[src/rtl/ofdm_tx_symbol_builder.sv]
`default_nettype none
//------------------------------------------------------------------------------
// Module      : ofdm_tx_symbol_builder
// Description : Transmit frequency-domain assembler. Emits one LTS symbol and
//               then NSYM data symbols of 64 bins in natural FFT order. Each
//               data symbol carries 48 QPSK symbols plus pilots and nulls.
// Revision    : 1.0 - initial release
//------------------------------------------------------------------------------
module ofdm_tx_symbol_builder #(
   parameter int WIDTH = 16,
   parameter int NSYM  = 4,
   parameter int QAMP  = 11585,
   parameter int PAMP  = 16384
) (
   input  logic             i_clk,
   input  logic             i_rst_n,
   input  logic             i_start,
   input  logic             i_sym_valid,
   input  logic [1:0]       i_sym,
   output logic             o_sym_ready,
   output logic             o_do_en,
   output logic [WIDTH-1:0] o_do_re,
   output logic [WIDTH-1:0] o_do_im,
   output logic             o_do_sof,
   output logic             o_lts_out,
   output logic             o_busy,
   output logic             o_done
);

   localparam int              SW         = $clog2(NSYM) + 1;
   localparam logic [SW-1:0]   c_SYM_LAST = SW'(NSYM - 1);
   localparam logic [WIDTH-1:0] c_QP      = WIDTH'(QAMP);
   localparam logic [WIDTH-1:0] c_QM      = WIDTH'(-QAMP);
   localparam logic [WIDTH-1:0] c_PP      = WIDTH'(PAMP);
   localparam logic [WIDTH-1:0] c_PM      = WIDTH'(-PAMP);

   // LTS ROM codes: 00 = zero, 01 = +1, 11 = -1; indexed by bin k
   localparam logic [1:0] c_Z = 2'b00;
   localparam logic [1:0] c_P = 2'b01;
   localparam logic [1:0] c_M = 2'b11;
   localparam logic [1:0] c_LTS_ROM [0:63] = '{
      c_Z, c_P, c_M, c_M, c_P, c_P, c_M, c_P,
      c_M, c_P, c_M, c_M, c_M, c_M, c_M, c_P,
      c_P, c_M, c_M, c_P, c_M, c_P, c_M, c_P,
      c_P, c_P, c_P, c_Z, c_Z, c_Z, c_Z, c_Z,
      c_Z, c_Z, c_Z, c_Z, c_Z, c_Z, c_P, c_P,
      c_M, c_M, c_P, c_P, c_M, c_P, c_M, c_P,
      c_P, c_P, c_P, c_P, c_P, c_M, c_M, c_P,
      c_P, c_M, c_P, c_M, c_P, c_P, c_P, c_P
   };

   typedef enum logic [2:0] {
      S_IDLE = 3'd0,
      S_LTS  = 3'd1,
      S_FILL = 3'd2,
      S_EMIT = 3'd3,
      S_DONE = 3'd4
   } state_t;

   state_t           r_state, w_state_n;
   logic [5:0]       r_bin, w_bin_n;
   logic [5:0]       r_didx, w_didx_n;
   logic [SW-1:0]    r_symcnt, w_symcnt_n;
   logic             w_xfer;
   logic [1:0]       r_buf [0:47];

   logic [5:0]       w_rd_idx;
   logic [1:0]       w_rd_sym;
   logic             w_is_null, w_is_pilot;
   logic             w_en_n, w_sof_n;
   logic [WIDTH-1:0] w_re_n, w_im_n;

   // Next-state and counter sequencing
   always_comb begin
      w_state_n  = r_state;
      w_bin_n    = r_bin;
      w_didx_n   = r_didx;
      w_symcnt_n = r_symcnt;
      w_xfer     = 1'b0;
      case (r_state)
         S_IDLE: begin
            if (i_start) begin
               w_state_n  = S_LTS;
               w_bin_n    = 6'd0;
               w_didx_n   = 6'd0;
               w_symcnt_n = '0;
            end
         end
         S_LTS: begin
            w_bin_n = r_bin + 6'd1;
            if (r_bin == 6'd63) w_state_n = S_FILL;
         end
         S_FILL: begin
            if (i_sym_valid) begin
               w_xfer   = 1'b1;
               w_didx_n = r_didx + 6'd1;
               if (r_didx == 6'd47) begin
                  w_state_n = S_EMIT;
                  w_didx_n  = 6'd0;
                  w_bin_n   = 6'd0;
               end
            end
         end
         S_EMIT: begin
            w_bin_n = r_bin + 6'd1;
            if (r_bin == 6'd63) begin
               if (r_symcnt != c_SYM_LAST) begin
                  w_symcnt_n = r_symcnt + 1'b1;
                  w_state_n  = S_FILL;
               end else begin
                  w_state_n = S_DONE;
               end
            end
         end
         S_DONE: begin
            w_state_n  = S_IDLE;
            w_symcnt_n = '0;
         end
         default: w_state_n = S_IDLE;
      endcase
   end

   // Bin content for the cycle after this edge (outputs are registered)
   always_comb begin
      w_is_null  = (w_bin_n == 6'd0) || ((w_bin_n >= 6'd27) && (w_bin_n <= 6'd37));
      w_is_pilot = (w_bin_n == 6'd7) || (w_bin_n == 6'd21) ||
                   (w_bin_n == 6'd43) || (w_bin_n == 6'd57);
      // data index: skip the pilots below k, and the null gap for upper bins
      if (w_bin_n <= 6'd26)
         w_rd_idx = w_bin_n - 6'd1 - {5'd0, w_bin_n > 6'd7} - {5'd0, w_bin_n > 6'd21};
      else
         w_rd_idx = w_bin_n - 6'd14 - {5'd0, w_bin_n > 6'd43} - {5'd0, w_bin_n > 6'd57};
      w_rd_sym = (w_rd_idx < 6'd48) ? r_buf[w_rd_idx] : 2'b00;

      w_en_n  = (w_state_n == S_LTS) || (w_state_n == S_EMIT);
      w_sof_n = w_en_n && (w_bin_n == 6'd0);
      w_re_n  = '0;
      w_im_n  = '0;
      if (w_state_n == S_LTS) begin
         case (c_LTS_ROM[w_bin_n])
            c_P:     w_re_n = c_PP;
            c_M:     w_re_n = c_PM;
            default: w_re_n = '0;
         endcase
      end else if (w_state_n == S_EMIT && !w_is_null) begin
         if (w_is_pilot) begin
            w_re_n = (w_bin_n == 6'd21) ? c_PM : c_PP;
         end else begin
            w_re_n = w_rd_sym[1] ? c_QM : c_QP;
            w_im_n = w_rd_sym[0] ? c_QM : c_QP;
         end
      end
   end

   // State, counters and registered outputs
   always_ff @(posedge i_clk or negedge i_rst_n) begin
      if (!i_rst_n) begin
         r_state     <= S_IDLE;
         r_bin       <= 6'd0;
         r_didx      <= 6'd0;
         r_symcnt    <= '0;
         o_sym_ready <= 1'b0;
         o_do_en     <= 1'b0;
         o_do_re     <= '0;
         o_do_im     <= '0;
         o_do_sof    <= 1'b0;
         o_lts_out   <= 1'b0;
         o_busy      <= 1'b0;
         o_done      <= 1'b0;
      end else begin
         r_state     <= w_state_n;
         r_bin       <= w_bin_n;
         r_didx      <= w_didx_n;
         r_symcnt    <= w_symcnt_n;
         o_sym_ready <= (w_state_n == S_FILL);
         o_do_en     <= w_en_n;
         o_do_re     <= w_re_n;
         o_do_im     <= w_im_n;
         o_do_sof    <= w_sof_n;
         o_lts_out   <= (w_state_n == S_LTS);
         o_busy      <= (w_state_n != S_IDLE);
         o_done      <= (w_state_n == S_DONE);
      end
   end

   // Symbol buffer write; contents need no reset
   always_ff @(posedge i_clk) begin
      if (w_xfer) r_buf[r_didx] <= i_sym;
   end

endmodule
`default_nettype wire

[config.mk]
export PLATFORM = sky130hd
export DESIGN_NAME = ofdm_tx_symbol_builder
export DESIGN_NICKNAME = d
export VERILOG_FILES = /design/src/rtl/ofdm_tx_symbol_builder.sv
export SDC_FILE = /design/constraint.sdc
export NUM_CORES = 1
export LEC_CHECK = 0
export BUFFER_PORTS_ARGS = -buffer_cell sky130_fd_sc_hd__buf_2
export CAP_MARGIN = 15
export CORE_MARGIN = 1.5
export CORE_UTILIZATION = 55
export CTS_CLUSTER_SIZE = 28
export DETAILED_ROUTE_END_ITERATION = 10
export PLACE_DENSITY_LB_ADDON = 0.05
export SLEW_MARGIN = 10
export SYNTH_ARGS = -nofsm -noshare
export SYNTH_HDL_FRONTEND = slang
export SYNTH_SLANG_ARGS = --single-unit
[constraint.sdc]
create_clock -name i_clk -period 16.49 [get_ports i_clk]
set_clock_uncertainty 0.15 [all_clocks]
set_input_delay 4.947 -clock i_clk [delete_from_list [all_inputs] [get_ports i_clk]]
set_output_delay 4.947 -clock i_clk [all_outputs]
set_load 0.05 [all_outputs]
# After elaboration in Yosys (flattened, before gate mapping)
# Memories as Yosys holds them, arrays and structs flattened.
# Cells that the tools add are included.
[op_classes]
mux = 37
n_lt_le_gt_ge = 9
eq_ne = 21
n_reduce_logical = 17
addsub = 9
n_bitwise = 1
[op_table]
columns = ["cell", "n"]
rows = [
  ["$mux W16", 9],
  ["$mux W6", 7],
  ["$pmux W16 S2", 1],
  ["$mux W3", 9],
  ["$eq A6 B6 Y1 const B", 4],
  ["$sub A6 B1 Y6", 4],
  ["$pmux W6 S3", 1],
  ["$add A6 B1 Y6 const B", 2],
  ["$eq A3 B2 Y1 const B", 4],
  ["$gt A6 B6 Y1 const B", 2],
  ["$pmux W3 S4", 1],
  ["$pmux W6 S2", 1],
  ["$pmux W3 S3", 1],
  ["$ne A2 B2 Y1 const B", 4],
  ["$ge A7 B7 Y1 const B", 1],
  ["$not A6 Y7", 1],
  ["$eq A3 B1 Y1 const B", 2],
  ["$eq A3 B3 Y1 const B", 2],
  ["$eq A6 B3 Y1 const B", 1],
  ["$eq A6 B5 Y1 const B", 1],
  ["$ge A6 B5 Y1 const B", 1],
  ["$gt A6 B3 Y1 const B", 1],
  ["$gt A6 B5 Y1 const B", 1],
  ["$le A6 B5 Y1 const B", 1],
  ["other kinds (20)", 32],
]
[totals]
mem_bits_rw = 96
out_inout_bits = 38
memories = 2
word_cells = 108
rom_bits = 128
regBits = 56
[memory_table]
columns = ["memory", "words", "word_bits", "rd", "rd_clocked_by_memory_dff", "write_ports", "line", "rtl"]
rows = [
  ["(no name shown)", 64, 2, 1, 0, 0, "140", "case (c_LTS_ROM[w_bin_n])"],
  ["r_buf", 48, 2, 1, 0, 1, "65", "logic [1:0] r_buf [0:47];"],
]

# Depth between registers and ports, before layout
# Gate-level depths: netlist (run 1).
[logic_depth]
ltp_word = 14
depth_mapped = 24

# Least setup slack after synthesis (run 1)
# OpenSTA, ideal clock, no wires.
[synth_path]
path_kind = "input port to flip-flop"
from = "in i_sym_valid"
to = "reg o_do_im[13]"
arrival_time_ns = 9.272
path_stages = 20
path_slack_ns = 6.947
n_path_buf = 1
setup_time_ns = 0.120
required_time_ns = 16.220
cell_sequence = "nand3_1 o21ai_1 nand2_1 a21boi_0 inv_1 ha_1 nand3b_1 nand3_1 ha_1 inv_1 ha_1 fa_1 nand3_1 o211ai_2 buf_2 nand2_1 and3_1 a2111oi_0 o31ai_2 o211a_1"
[synth_via]
elab_chain_len = 12
elab_cells_between_ends = 39
[synth_rtl]
columns = ["element", "line", "rtl"]
rows = [
  ["from (decl)", "18", "input logic i_sym_valid,"],
  ["$mux W6 *", "94", "if (i_sym_valid) begin"],
  ["$pmux W6 S3 *", "80", "case (r_state)"],
  ["named net w_bin_n[1]", "61", "logic [5:0] r_bin, w_bin_n;"],
  ["$sub A6 B4 Y6, or another cell as far along", "132", "w_rd_idx = w_bin_n - 6'd14 - {5'd0, w_bin_n > 6'd43} - {5'd0, w_bin_n > 6'd57};"],
  ["$sub A6 B1 Y6 (on tied branches) (2 in series)", "132, 130", ""],
  ["$mux W6", "129", "if (w_bin_n <= 6'd26)"],
  ["$mem_v2 Z48 W2 / $lt A6 B6 Y1 (equally long branches)", "--", ""],
  ["$mux W2", "133", "w_rd_sym = (w_rd_idx < 6'd48) ? r_buf[w_rd_idx] : 2'b00;"],
  ["$mux W16", "150", "w_im_n = w_rd_sym[0] ? c_QM : c_QP;"],
  ["$mux W16", "146", "if (w_is_pilot) begin"],
  ["$mux W16 *", "145", "end else if (w_state_n == S_EMIT && !w_is_null) begin"],
  ["$mux W16 *", "139", "if (w_state_n == S_LTS) begin"],
  ["to (signal assigned)", "178", "o_do_im <= w_im_n;"],
  ["to (decl)", "23", "output logic [WIDTH-1:0] o_do_im,"],
]
# Mark *: on every way through the listed nets, which the timed path passes. The rest lies on a longest branch.
# A chain may end at the register's enable or synchronous reset.

# Worst setup path after layout (run 1)
[layout_path]
from = "in i_sym_valid"
to = "reg o_do_re[15]"
[layout_via]
elab_chain_len = 12
elab_cells_between_ends = 47
[layout_rtl]
columns = ["element", "line", "rtl"]
rows = [
  ["$mux W6 *", "94", ""],
  ["$pmux W6 S3 *", "80", ""],
  ["named net w_bin_n[1]", "61", ""],
  ["$sub A6 B4 Y6, or another cell as far along", "132", ""],
  ["$sub A6 B1 Y6 (on tied branches) (2 in series)", "132, 130", ""],
  ["$mux W6", "129", ""],
  ["$mem_v2 Z48 W2 / $lt A6 B6 Y1 (equally long branches)", "--", ""],
  ["$mux W2", "133", ""],
  ["$mux W16", "149", "w_re_n = w_rd_sym[1] ? c_QM : c_QP;"],
  ["$mux W16", "146", ""],
  ["$mux W16", "145", ""],
  ["$mux W16 *", "139", ""],
  ["named net w_re_n[15]", "71", "logic [WIDTH-1:0] w_re_n, w_im_n;"],
  ["to (signal assigned)", "177", "o_do_re <= w_re_n;"],
  ["to (decl)", "22", "output logic [WIDTH-1:0] o_do_re,"],
]
# Mark *: on every way through the listed nets, which the timed path passes. The rest lies on a longest branch. The select of a mux whose other input is x is not followed.

==> run summary, run 1 <==
Largest net degree at the start of global routing - 49
Final wirelength - 15100 um
DRC - 0
Vias - 4590
Post-synth ARST share - 24.4%
CTS Buf Count - 17
CTS tree - built
Final RePlAce weighted congestion - 0.874
Max Fclk - 95.8 MHz
FF+latch area - 3660 um2
Outcome - complete, no violations
Max FO, Critical Path - 34
Io pins - 44
FF-to-FF End - o_do_re[15]
RSZ-0062 raised after global routing - no
Critical Path AT - 10.62 ns
Yosys reg bits - 127
Synth warn - 0
Die ar. - 12800 um2
Fin area - 7320 um2
Netlist cell types - 71
Nets@finish - 606
Total GRT Usage - 25.0%
Clock Tree Buf Depth - 2
Filler Cells Inserted - 1002
Total negative setup slack - 0 ns
Top post-synthesis cells by count - edfxtp_1, nor2_1, nand2_1
Cells after Synth - 573
Clock transition at path regs - 0.05 ns
Port bufs - 43
Post-Syn Area - 6670 um2
Clk sinks - 127
H-tree depth - 4
Synth area leaders - edfxtp_1, dfrtp_1, mux2i_1
First-pass GRT wire length - 23900 um
Min Hold Slack - 0.401 ns
Pre-CTS worst setup slack - 5.71 ns
Area grow syn2layout - 9.74%
FF-to-FF setup slack - 9.90 ns
Site Rows - 40
Fin crit share - 63.3%
Cts hold-fix bufs - 0
Critical path class - input port to register
Post-synth EDFFs - 96
Synth Flop Type - edfxtp_1
Yosys top cell by area - edfxtp_1
Initial Utilization - 56.0%
Antenna cells - 0
Worst setup path endpoint - o_do_re[15]
Final worst path period need - 10.44 ns
Syn nets - 596
Sequential area share after synthesis - 54.9%
RR Startpoint - r_didx[0]
Routed vias/inst - 6.18
Avg WL per Cell - 20.3 um
HPWL Detailed - 10200 um
Rel. slew slack - 24.4%
Max Slew Vio Count - 0
Core area - 11900 um2
Initial antenna violation count - 0
Reg2Reg Depth - 22
Final hold viol count - 0
CP endpoint kind - register
Post-route ant nets - 0
Die width - 113 um
Critical Path Source Type - input port
HP Class - register to register
Grt ovf - 0
Post-CTS Setup Inserts - 0
Vias in the first global route - 4345
Pre-antenna DRT Iters - 5
Worst-Skew Late Latency - 0.43 ns
Area after DPL - 6750 um2
Max Cap Viol - 0
Final worst slack - 6.05 ns
Clock root buffer - clkbuf_16
Most common cell in the netlist - edfxtp_1
Post-cts sizing count - 0
Top cell type's share of synthesized area - 43.2%
Share of cells above drive strength 1 - 17.1%
Multi-input logic area - 2630 um2
Starting DRC count in detailed routing - 383
Avg Inst Size Synth - 11.6 um2
Final Setup Violations - 0
Actual slew at the worst max-slew pin - 1.10 ns
Worst Setup SP - i_sym_valid
Die height - 113 um
WP data required - 16.67 ns
-- stage by stage --
| step | instances | util [%] |
|---|---|---|
| floorplan | 573 | - |
| global placement | 711 | 56.7 |
| detailed placement | 711 | 56.7 |
| CTS | 743 | 61.4 |
| global route | 743 | 61.4 |
| finish | 743 | 61.4 |
-- state kept, by name, summed over array words and instances (netlist names) --
name	flops
o_busy	1
o_do_en	1
o_do_im	3
o_do_re	4
o_do_sof	1
o_done	1
o_lts_out	1
o_sym_ready	1
r_bin	6
r_buf	96
r_didx	6
r_state	3
r_symcnt	3
-- metal layers --
layer | global-route usage [%] | share of wire [%] | routed length, um | vias up
li1 | - | - | - | 2148
met2 | 37.8 | 46 | 6920 | 188
met1 | 35.2 | 44 | 6660 | 2232
met5 | 0 | 0 | 0 | -
met4 | 9.75 | 1.9 | 287 | 0
met3 | 6.37 | 7.9 | 1180 | 22
-- worst max-delay path: stages --
cell	delay, ns
buf_2	0.09
nand3_1	0.15
o21ai_1	0.33
nand2_1	0.11
a21boi_0	0.67
inv_1	0.34
ha_1	0.31
nand3b_1	0.09
nand3_1	0.09
ha_1	0.30
inv_1	0.05
ha_1	0.21
fa_1	0.55
nand3_1	0.16
o211ai_4	0.19
buf_4	0.48
mux2i_1	0.15
mux4_2	0.50
a31o_1	0.23
a31oi_1	0.30
a31oi_1	0.18
o22ai_1	0.17
-- placed cells by master (no fill, tap or decap), drive strengths merged, types with 4 or more instances in the layout --
cell type   n
and3        9
or3         4
inv        18
clkbuf     17
clkinv      7
nor2b       4
nand2      52
nor2       73
nand3      19
nor3b       4
o211a       4
edfxtp     96
dfrtp      31
and2        5
a311oi      5
nor3        6
nand4       6
buf        44
mux2        8
o21a        4
ha         15
mux2i      41
o211ai      6
a31oi       4
a2111oi     5
a21oi      10
a211oi     10
o21ai      28
mux4        5
-- cell families (layout without fill, tap and decap cells) --
| family | after synthesis | after routing | share of synthesized area (%) |
|---|---|---|---|
| xor gates and xnor gates | 3 | 3 | 0.394 |
| and+or+nand+nor | 195 | 195 | 14.0 |
| AOI/OAI and AO/OA | 109 | 109 | 12.3 |
| DFF | 127 | 127 | 54.9 |
| adders and majority gates | 17 | 17 | 3.41 |
| buffers and inverters | 68 | 91 | 5.87 |
| muxes | 54 | 54 | 9.19 |
-- how the worst min path moves through the flow --
stage                     cells after the start   startpoint           to
after floorplan                               2  r_symcnt[2]  r_symcnt[2]
after global placement                        2  r_symcnt[2]  r_symcnt[2]
after detailed placement                      2  r_symcnt[1]  r_symcnt[1]
after CTS                                     2  r_symcnt[1]  r_symcnt[1]
after global routing                          2  r_symcnt[2]  r_symcnt[2]
final                                         2  r_symcnt[1]  r_symcnt[1]
-- final cells by class --
| cell class | count | area share [%] |
|---|---|---|
| flip-flops and latches | 127 | 50.0 |
| multi-input cells | 378 | 35.9 |
| clock buffers | 17 | 5.81 |
| repair buffers | 44 | 3.04 |
| well taps | 147 | 2.51 |
| clock inverters | 15 | 1.97 |
| inverters | 15 | 0.769 |
Power of run 1 is left out: the tool's default activity adds up to more than one toggle a clock period on the data nets, which glitch-free logic cannot reach.
==> run 2, diff against run 1 <==
--- a/config.mk
+++ b/config.mk
@@ -5,6 +5,7 @@
 export SDC_FILE = /design/constraint.sdc
 export NUM_CORES = 1
 export LEC_CHECK = 0
+export ABC_AREA = 1
 export BUFFER_PORTS_ARGS = -buffer_cell sky130_fd_sc_hd__buf_2
 export CAP_MARGIN = 15
 export CORE_MARGIN = 1.5
==> constraint.sdc (replaced) <==
create_clock -name i_clk -period 10.75 [get_ports i_clk]
set_clock_uncertainty 0.15 [all_clocks]
set_input_delay 3.225 -clock i_clk [delete_from_list [all_inputs] [get_ports i_clk]]
set_output_delay 3.225 -clock i_clk [all_outputs]
set_load 0.05 [all_outputs]
==> run 2 against run 1 <==
  * Setup slack got worse by 2.7 ns
  * Non-clock buffer count shrank 1
  * Global-route usage fell by 0.18 points
  * Clock-buffer cell count increased by 4
  * Synthesized area fell by 0.15%
  * Critical path depth rose by 3
  * Via count increased by 4.7%
  * Final cell count is 15% higher
  * Largest cell class unchanged
  * Highest routed layer unchanged
==> run summary, run 2 <==
Outcome - complete, no violations
Most common library cell in the layout ignoring fill and taps - nand2_1
Final worst path period need - 7.37 ns
Core area - 11900 um2 (unchanged)
Most common cell in the netlist - nand2_1
Vias - 4808 (+4.7%)
Final hold viol count - 0 (unchanged)
CP endpoint kind - register
Sequential area share after synthesis - 54.9% (+0.082 points)
Worst Min Path Start - r_symcnt[2]
Critical Path Source Type - input port
Dpl cells - 825 (+16%)
Avg WL per Cell - 17.3 um (-14%)
Share of cells above drive strength 1 - 15.5% (-1.6 points)
CP Buf/Inv Count - 4 (unchanged)
Slowest-stage cell, CP - o21ai_1
Max Cap Viol - 0 (unchanged)
Clock Tree Buf Depth - 2 (unchanged)
Max FO, Critical Path - 12 (-65%)
Worst-Skew Late Latency - 0.42 ns (about the same)
HP Class - register to register
Initial antenna violation count - 0 (unchanged)
Post-cts sizing count - 0 (unchanged)
Commonest non-fill, non-tap cells in the layout - nand2_1, nor2_1, edfxtp_1
Max Fclk - 136 MHz
Multi-input logic area - 2430 um2 (-7.7%)
Most flop-heavy register - r_buf
Final RePlAce weighted congestion - 0.865 (-1.1%)
Area grow syn2layout - 9.36%
Die ar. - 12800 um2 (-0.15%)
Final wirelength - 14800 um (-1.4%)
Synth Flop Type - edfxtp_1
Total negative setup slack - 0 ns (unchanged)
Final Util - 61.1% (-0.30 points)
Clock root buffer - clkbuf_16
Final worst slack - 3.38 ns (-2.67 ns)
Pre-antenna DRT Iters - 5 (unchanged)
Final Setup Violations - 0 (unchanged)
Pre-CTS worst setup slack - 3.01 ns (-2.69 ns)
Worst hold stages - 2 (unchanged)
Post-route ant nets - 0 (unchanged)
Worst path depth - 25 (+14%)
Top cell type's share of synthesized area - 43.3% (+0.065 points)
WP data required - 10.87 ns (-5.80 ns)
Site Rows - 40 (unchanged)
Critical Path AT - 7.49 ns (-3.13 ns)
Io pins - 44 (unchanged)
Worst path most repeated cell - nand2_1
Clock transition at path regs - 0.05 ns (about the same)
Final std cells w/o fill - 856 (+15%)
Vias in the first global route - 4614 (+6.2%)
CTS Buf Count - 17 (unchanged)
Avg Inst Size Synth - 9.82 um2 (-16%)
Rel. slew slack - 44.0% (+20 points)
Starting DRC count in detailed routing - 431 (+13%)
Yosys top cell by area - edfxtp_1
Post-synth ARST share - 24.4% (unchanged)
CTS tree - built
Worst path top cell family by delay - adder cells
Post-CTS Setup Inserts - 0 (unchanged)
Port bufs - 43 (unchanged)
Filler Cells Inserted - 1028 (+2.6%)
Actual slew at the worst max-slew pin - 0.834 ns (-0.270 ns)
Total GRT Usage - 24.9% (-0.18 points)
Crit path largest cell delay - 0.44 ns (-0.23 ns)
Routed vias/inst - 5.62 (-9.1%)
Largest net degree at the start of global routing - 49 (unchanged)
Cells after Synth - 678 (+18%)
Cts hold-fix bufs - 0 (unchanged)
Top post-synthesis cells by count - nand2_1, edfxtp_1, nor2_1
DRC - 0 (unchanged)
HPWL Detailed - 9710 um (-4.8%)
Fin crit share - 68.5%
Post-Syn Area - 6660 um2 (-0.15%)
Die width - 113 um (about the same)
H-tree depth - 4 (unchanged)
Nets@finish - 720 (+19%)
Worst Setup SP - i_sym_valid
Synth area leaders - edfxtp_1, dfrtp_1, nand2_1
Clk sinks - 127 (unchanged)
Post-synth EDFFs - 96 (unchanged)
RSZ-0062 raised after global routing - no
FF+latch area - 3660 um2 (unchanged)
Syn nets - 701 (+18%)
Synth warn - 0 (unchanged)
Netlist cell types - 43 (-39%)
Die height - 113 um (about the same)
Critical path class - input port to register
Initial Utilization - 55.9% (-0.084 points)
Yosys reg bits - 127 (unchanged)
Max reg flops - 96 (unchanged)
Max Slew Vio Count - 0 (unchanged)
RR Startpoint - r_didx[0]
Antenna cells - 0 (unchanged)
Reg2Reg Depth - 27 (+23%)
First-pass GRT wire length - 24100 um (+0.46%)
Largest regs - r_buf: 96 flops, r_bin: 6 flops, r_didx: 6 flops
Grt ovf - 0 (unchanged)
run 2: layout make-up:
class,instances,share of cell area [%]
Inverter,64,3.33
Tap cell,147,2.53
Clock buffer,21,6.05
Clock inverter,10,1.58
Timing Repair Buffer,43,2.96
Sequential cell,127,50.2
Multi-Input combinational cell,444,33.3
run 2: per-stage QoR:
step	area, um2	hold slack, ns
final	7280	0.347
after global routing	7280	0.369
after CTS	7280	0.350
after detailed placement	6730	0.337
after global placement	6730	0.324
after floorplan	6660	0.303
run 2: kinds of logic after synthesis:
group,Yosys count,share of synthesized area (%)
flip-flops,127,54.9
XOR/XNOR,3,0.395
AND/OR/NAND/NOR,344,24.9
AO/OA/AOI/OAI,80,7.70
buffers and inverters,107,8.62
adder cells (fa/ha/maj),17,3.42
run 2: path summary, 6_finish.rpt:
path,to,slack [ns]
max in group asynchronous,o_do_re[12],7.28
worst max register to register,o_do_re[14],5.40
min in group asynchronous,r_state[2],2.71
worst max-delay path,o_do_re[14],3.38
worst min-delay path,r_symcnt[2],0.35
worst min register to register,r_symcnt[2],0.35
run 2: worst min-delay path, cell delays in order (launching register included):
cell and delay, ns:
dfrtp_1 0.34, nand2_1 0.05, o21ai_0 0.07
run 2: per-layer routing:
layer | wire [um] | part of all wire, % | track usage [%]
met1 | 6930 | 47 | 35.7
met2 | 6740 | 45 | 37.7
met3 | 987 | 6.6 | 4.93
met4 | 185 | 1.2 | 9.58
met5 | 0 | 0 | 0
Power of run 2 is left out for the same reason.
==> run 3, diff against run 2 <==
--- a/config.mk
+++ b/config.mk
@@ -5,7 +5,7 @@
 export SDC_FILE = /design/constraint.sdc
 export NUM_CORES = 1
 export LEC_CHECK = 0
-export ABC_AREA = 1
+export ABC_AREA = 0
 export BUFFER_PORTS_ARGS = -buffer_cell sky130_fd_sc_hd__buf_2
 export CAP_MARGIN = 15
 export CORE_MARGIN = 1.5
==> constraint.sdc (replaced) <==
create_clock -name i_clk -period 6.8 [get_ports i_clk]
set_clock_uncertainty 0.15 [all_clocks]
set_input_delay 2.04 -clock i_clk [delete_from_list [all_inputs] [get_ports i_clk]]
set_output_delay 2.04 -clock i_clk [all_outputs]
set_load 0.05 [all_outputs]
==> run 3 against run 2 <==
  * Final cell count decreased by 10%
  * Wire length increased by 4.1%
  * Setup slack got worse by 3.0 ns
  * Design area increased by 3.2%
  * Flip-flop and latch count unchanged
  * Core utilization increased by 2.0 points
  * Non-clock buffer count increased by 26
  * First-iteration DRC count decreased by 2.3%
  * Via count decreased by 0.92%
  * Die area increased by 0.15%
  * Worst hold slack improved by 0.029 ns
  * Critical path type unchanged
  * Critical endpoint is now o_do_re[15]
==> run summary, run 3 (same netlist as run 1, synthesis figures left out) <==
Final worst path period need - 6.46 ns
Max Fclk - 155 MHz
Pre-antenna DRT Iters - 5 (unchanged)
Die ar. - 12800 um2 (+0.15%)
Post-CTS Setup Inserts - 0 (unchanged)
Total GRT Usage - 26.1% (+1.2 points)
Die height - 113 um (about the same)
Final RePlAce weighted congestion - 0.905 (+4.7%)
Vias in the first global route - 4591 (-0.50%)
Cts hold-fix bufs - 0 (unchanged)
Actual slew at the worst max-slew pin - 1.20 ns (+0.365 ns)
Worst-Skew Late Latency - 0.42 ns (about the same)
Clk sinks - 127 (unchanged)
Final Setup Violations - 0 (unchanged)
Clock Tree Buf Depth - 2 (unchanged)
Largest net degree at the start of global routing - 49 (unchanged)
Largest regs - r_buf: 96 flops, r_bin: 6 flops, r_didx: 6 flops
First-pass GRT wire length - 24900 um (+3.6%)
Routed vias/inst - 6.20 (+10%)
Worst path top cell family by delay - adder cells
Fin area - 7520 um2 (+3.2%)
CTS Buf Count - 17 (unchanged)
Post-route ant nets - 0 (unchanged)
Clock transition at path regs - 0.06 ns (about the same)
WP data required - 6.94 ns (-3.93 ns)
Max reg flops - 96 (unchanged)
Final hold viol count - 0 (unchanged)
Initial antenna violation count - 0 (unchanged)
Starting DRC count in detailed routing - 421 (-2.3%)
Slowest-stage cell, CP - fa_1
Critical path class - input port to register
Core area - 11900 um2 (unchanged)
Worst path cell trace - buf_2 > nor3_2 > nor2_1 > nand2_1 > nand2_1 > o21a_1 > inv_1 > ha_1 > nand3b_1 > nand3_1 > ha_1 > inv_1 > ha_1 > fa_1 > nand3_1 > o211ai_4 > buf_6 > mux2i_1 > mux2i_1 > mux2i_1 > a31oi_1 > a31oi_1 > o22ai_1
Crit path largest cell delay - 0.56 ns (+0.12 ns)
Critical Path AT - 6.59 ns (-0.90 ns)
Io pins - 44 (unchanged)
Area grow syn2layout - 12.7%
HPWL Detailed - 10800 um (+11%)
H-tree depth - 4 (unchanged)
CP endpoint kind - register
Critical Path Source Type - input port
Rel. slew slack - 18.0% (-26 points)
Outcome - complete, no violations
Fin crit share - 94.9%
Vias - 4764 (-0.92%)
Grt ovf - 0 (unchanged)
Most flop-heavy register - r_buf
Most common library cell in the layout ignoring fill and taps - edfxtp_1
Area after DPL - 6950 um2 (+3.3%)
Site Rows - 40 (unchanged)
Max Cap Viol - 0 (unchanged)
Avg WL per Cell - 20.1 um (+16%)
DRC - 0 (unchanged)
HP Class - register to register
Port bufs - 43 (unchanged)
RSZ-0062 raised after global routing - no
Nets@finish - 631 (-12%)
Share of cells above drive strength 1 - 20.8% (+5.3 points)
Clock root buffer - clkbuf_16
Commonest non-fill, non-tap cells in the layout - edfxtp_1, nor2_1, nand2_1
Max FO, Critical Path - 22 (+10)
Initial Utilization - 56.0% (+0.084 points)
CP Buf/Inv Count - 4 (unchanged)
Post-cts sizing count - 0 (unchanged)
Die width - 113 um (about the same)
Final wirelength - 15500 um (+4.1%)
Antenna cells - 0 (unchanged)
Max Slew Vio Count - 0 (unchanged)
CTS tree - built
-- run 3: area by class of cell --
cell class	instances	area (um2)
fillers	922	4400
flip-flops and latches	127	3660
multi-input cells	378	2630
repair buffers	69	427
clock buffers	17	425
well taps	147	184
clock inverters	15	138
inverters	15	56.3
-- run 3: metrics by stage --
| stage | hold WS (ns) | instances | util, % | TNS (ns) | setup slack, ns |
|---|---|---|---|---|---|
| 2_1_floorplan | 0.350 | 573 | - | 0 | 0.164 |
| 5_1_grt | 0.421 | 768 | 63.1 | 0 | 0.00210 |
| 4_1_cts | 0.385 | 768 | 63.1 | 0 | 0.267 |
| 6_report | 0.376 | 768 | 63.1 | 0 | 0.344 |
| 3_3_place_gp | 0.365 | 736 | 58.3 | -0.0512 | -0.0328 |
| 3_5_place_dp | 0.377 | 736 | 58.3 | -0.463 | -0.145 |
-- run 3: worst reg2reg max path, stage by stage (launching register included) --
cell      delay (ns)
dfrtp_1         0.45
ha_1            0.27
nand3_1         0.16
o21ai_1         0.22
nand2_1         0.10
a21boi_0        0.27
inv_1           0.12
ha_1            0.24
nand3b_1        0.12
nand3_1         0.09
ha_1            0.28
inv_1           0.04
ha_1            0.21
fa_1            0.56
nand3_1         0.16
o211ai_4        0.40
buf_6           0.32
mux2i_1         0.23
mux2i_1         0.10
mux2i_1         0.24
a31oi_1         0.17
a31oi_1         0.33
o22ai_1         0.12
-- run 3: path summary, 6_finish.rpt --
| path | to | slack (ns) | start | depth (start not counted) |
|---|---|---|---|---|
| worst max-delay path | o_do_re[15] | 0.34 | i_start | 23 |
| max in group asynchronous | o_do_im[13] | 4.53 | i_rst_n | 1 |
| min in group asynchronous | r_didx[3] | 1.51 | i_rst_n | 1 |
| worst min register to register | r_symcnt[2] | 0.38 | r_symcnt[2] | 2 |
| worst min-delay path | r_symcnt[2] | 0.38 | r_symcnt[2] | 2 |
| worst max register to register | o_do_re[15] | 1.31 | r_didx[0] | 22 |
-- run 3: metal layers --
| layer | wire length [um] | up-vias | GRT usage (%) | part of all wire [%] |
|---|---|---|---|---|
| met2 | 7130 | 234 | 39.4 | 46 |
| met4 | 286 | 0 | 9.58 | 1.8 |
| met1 | 6700 | 2315 | 37.0 | 43 |
| met3 | 1350 | 25 | 6.43 | 8.7 |
| met5 | 0 | - | 0 | 0 |
| li1 | - | 2190 | - | - |
Power of run 3 is left out for the same reason.
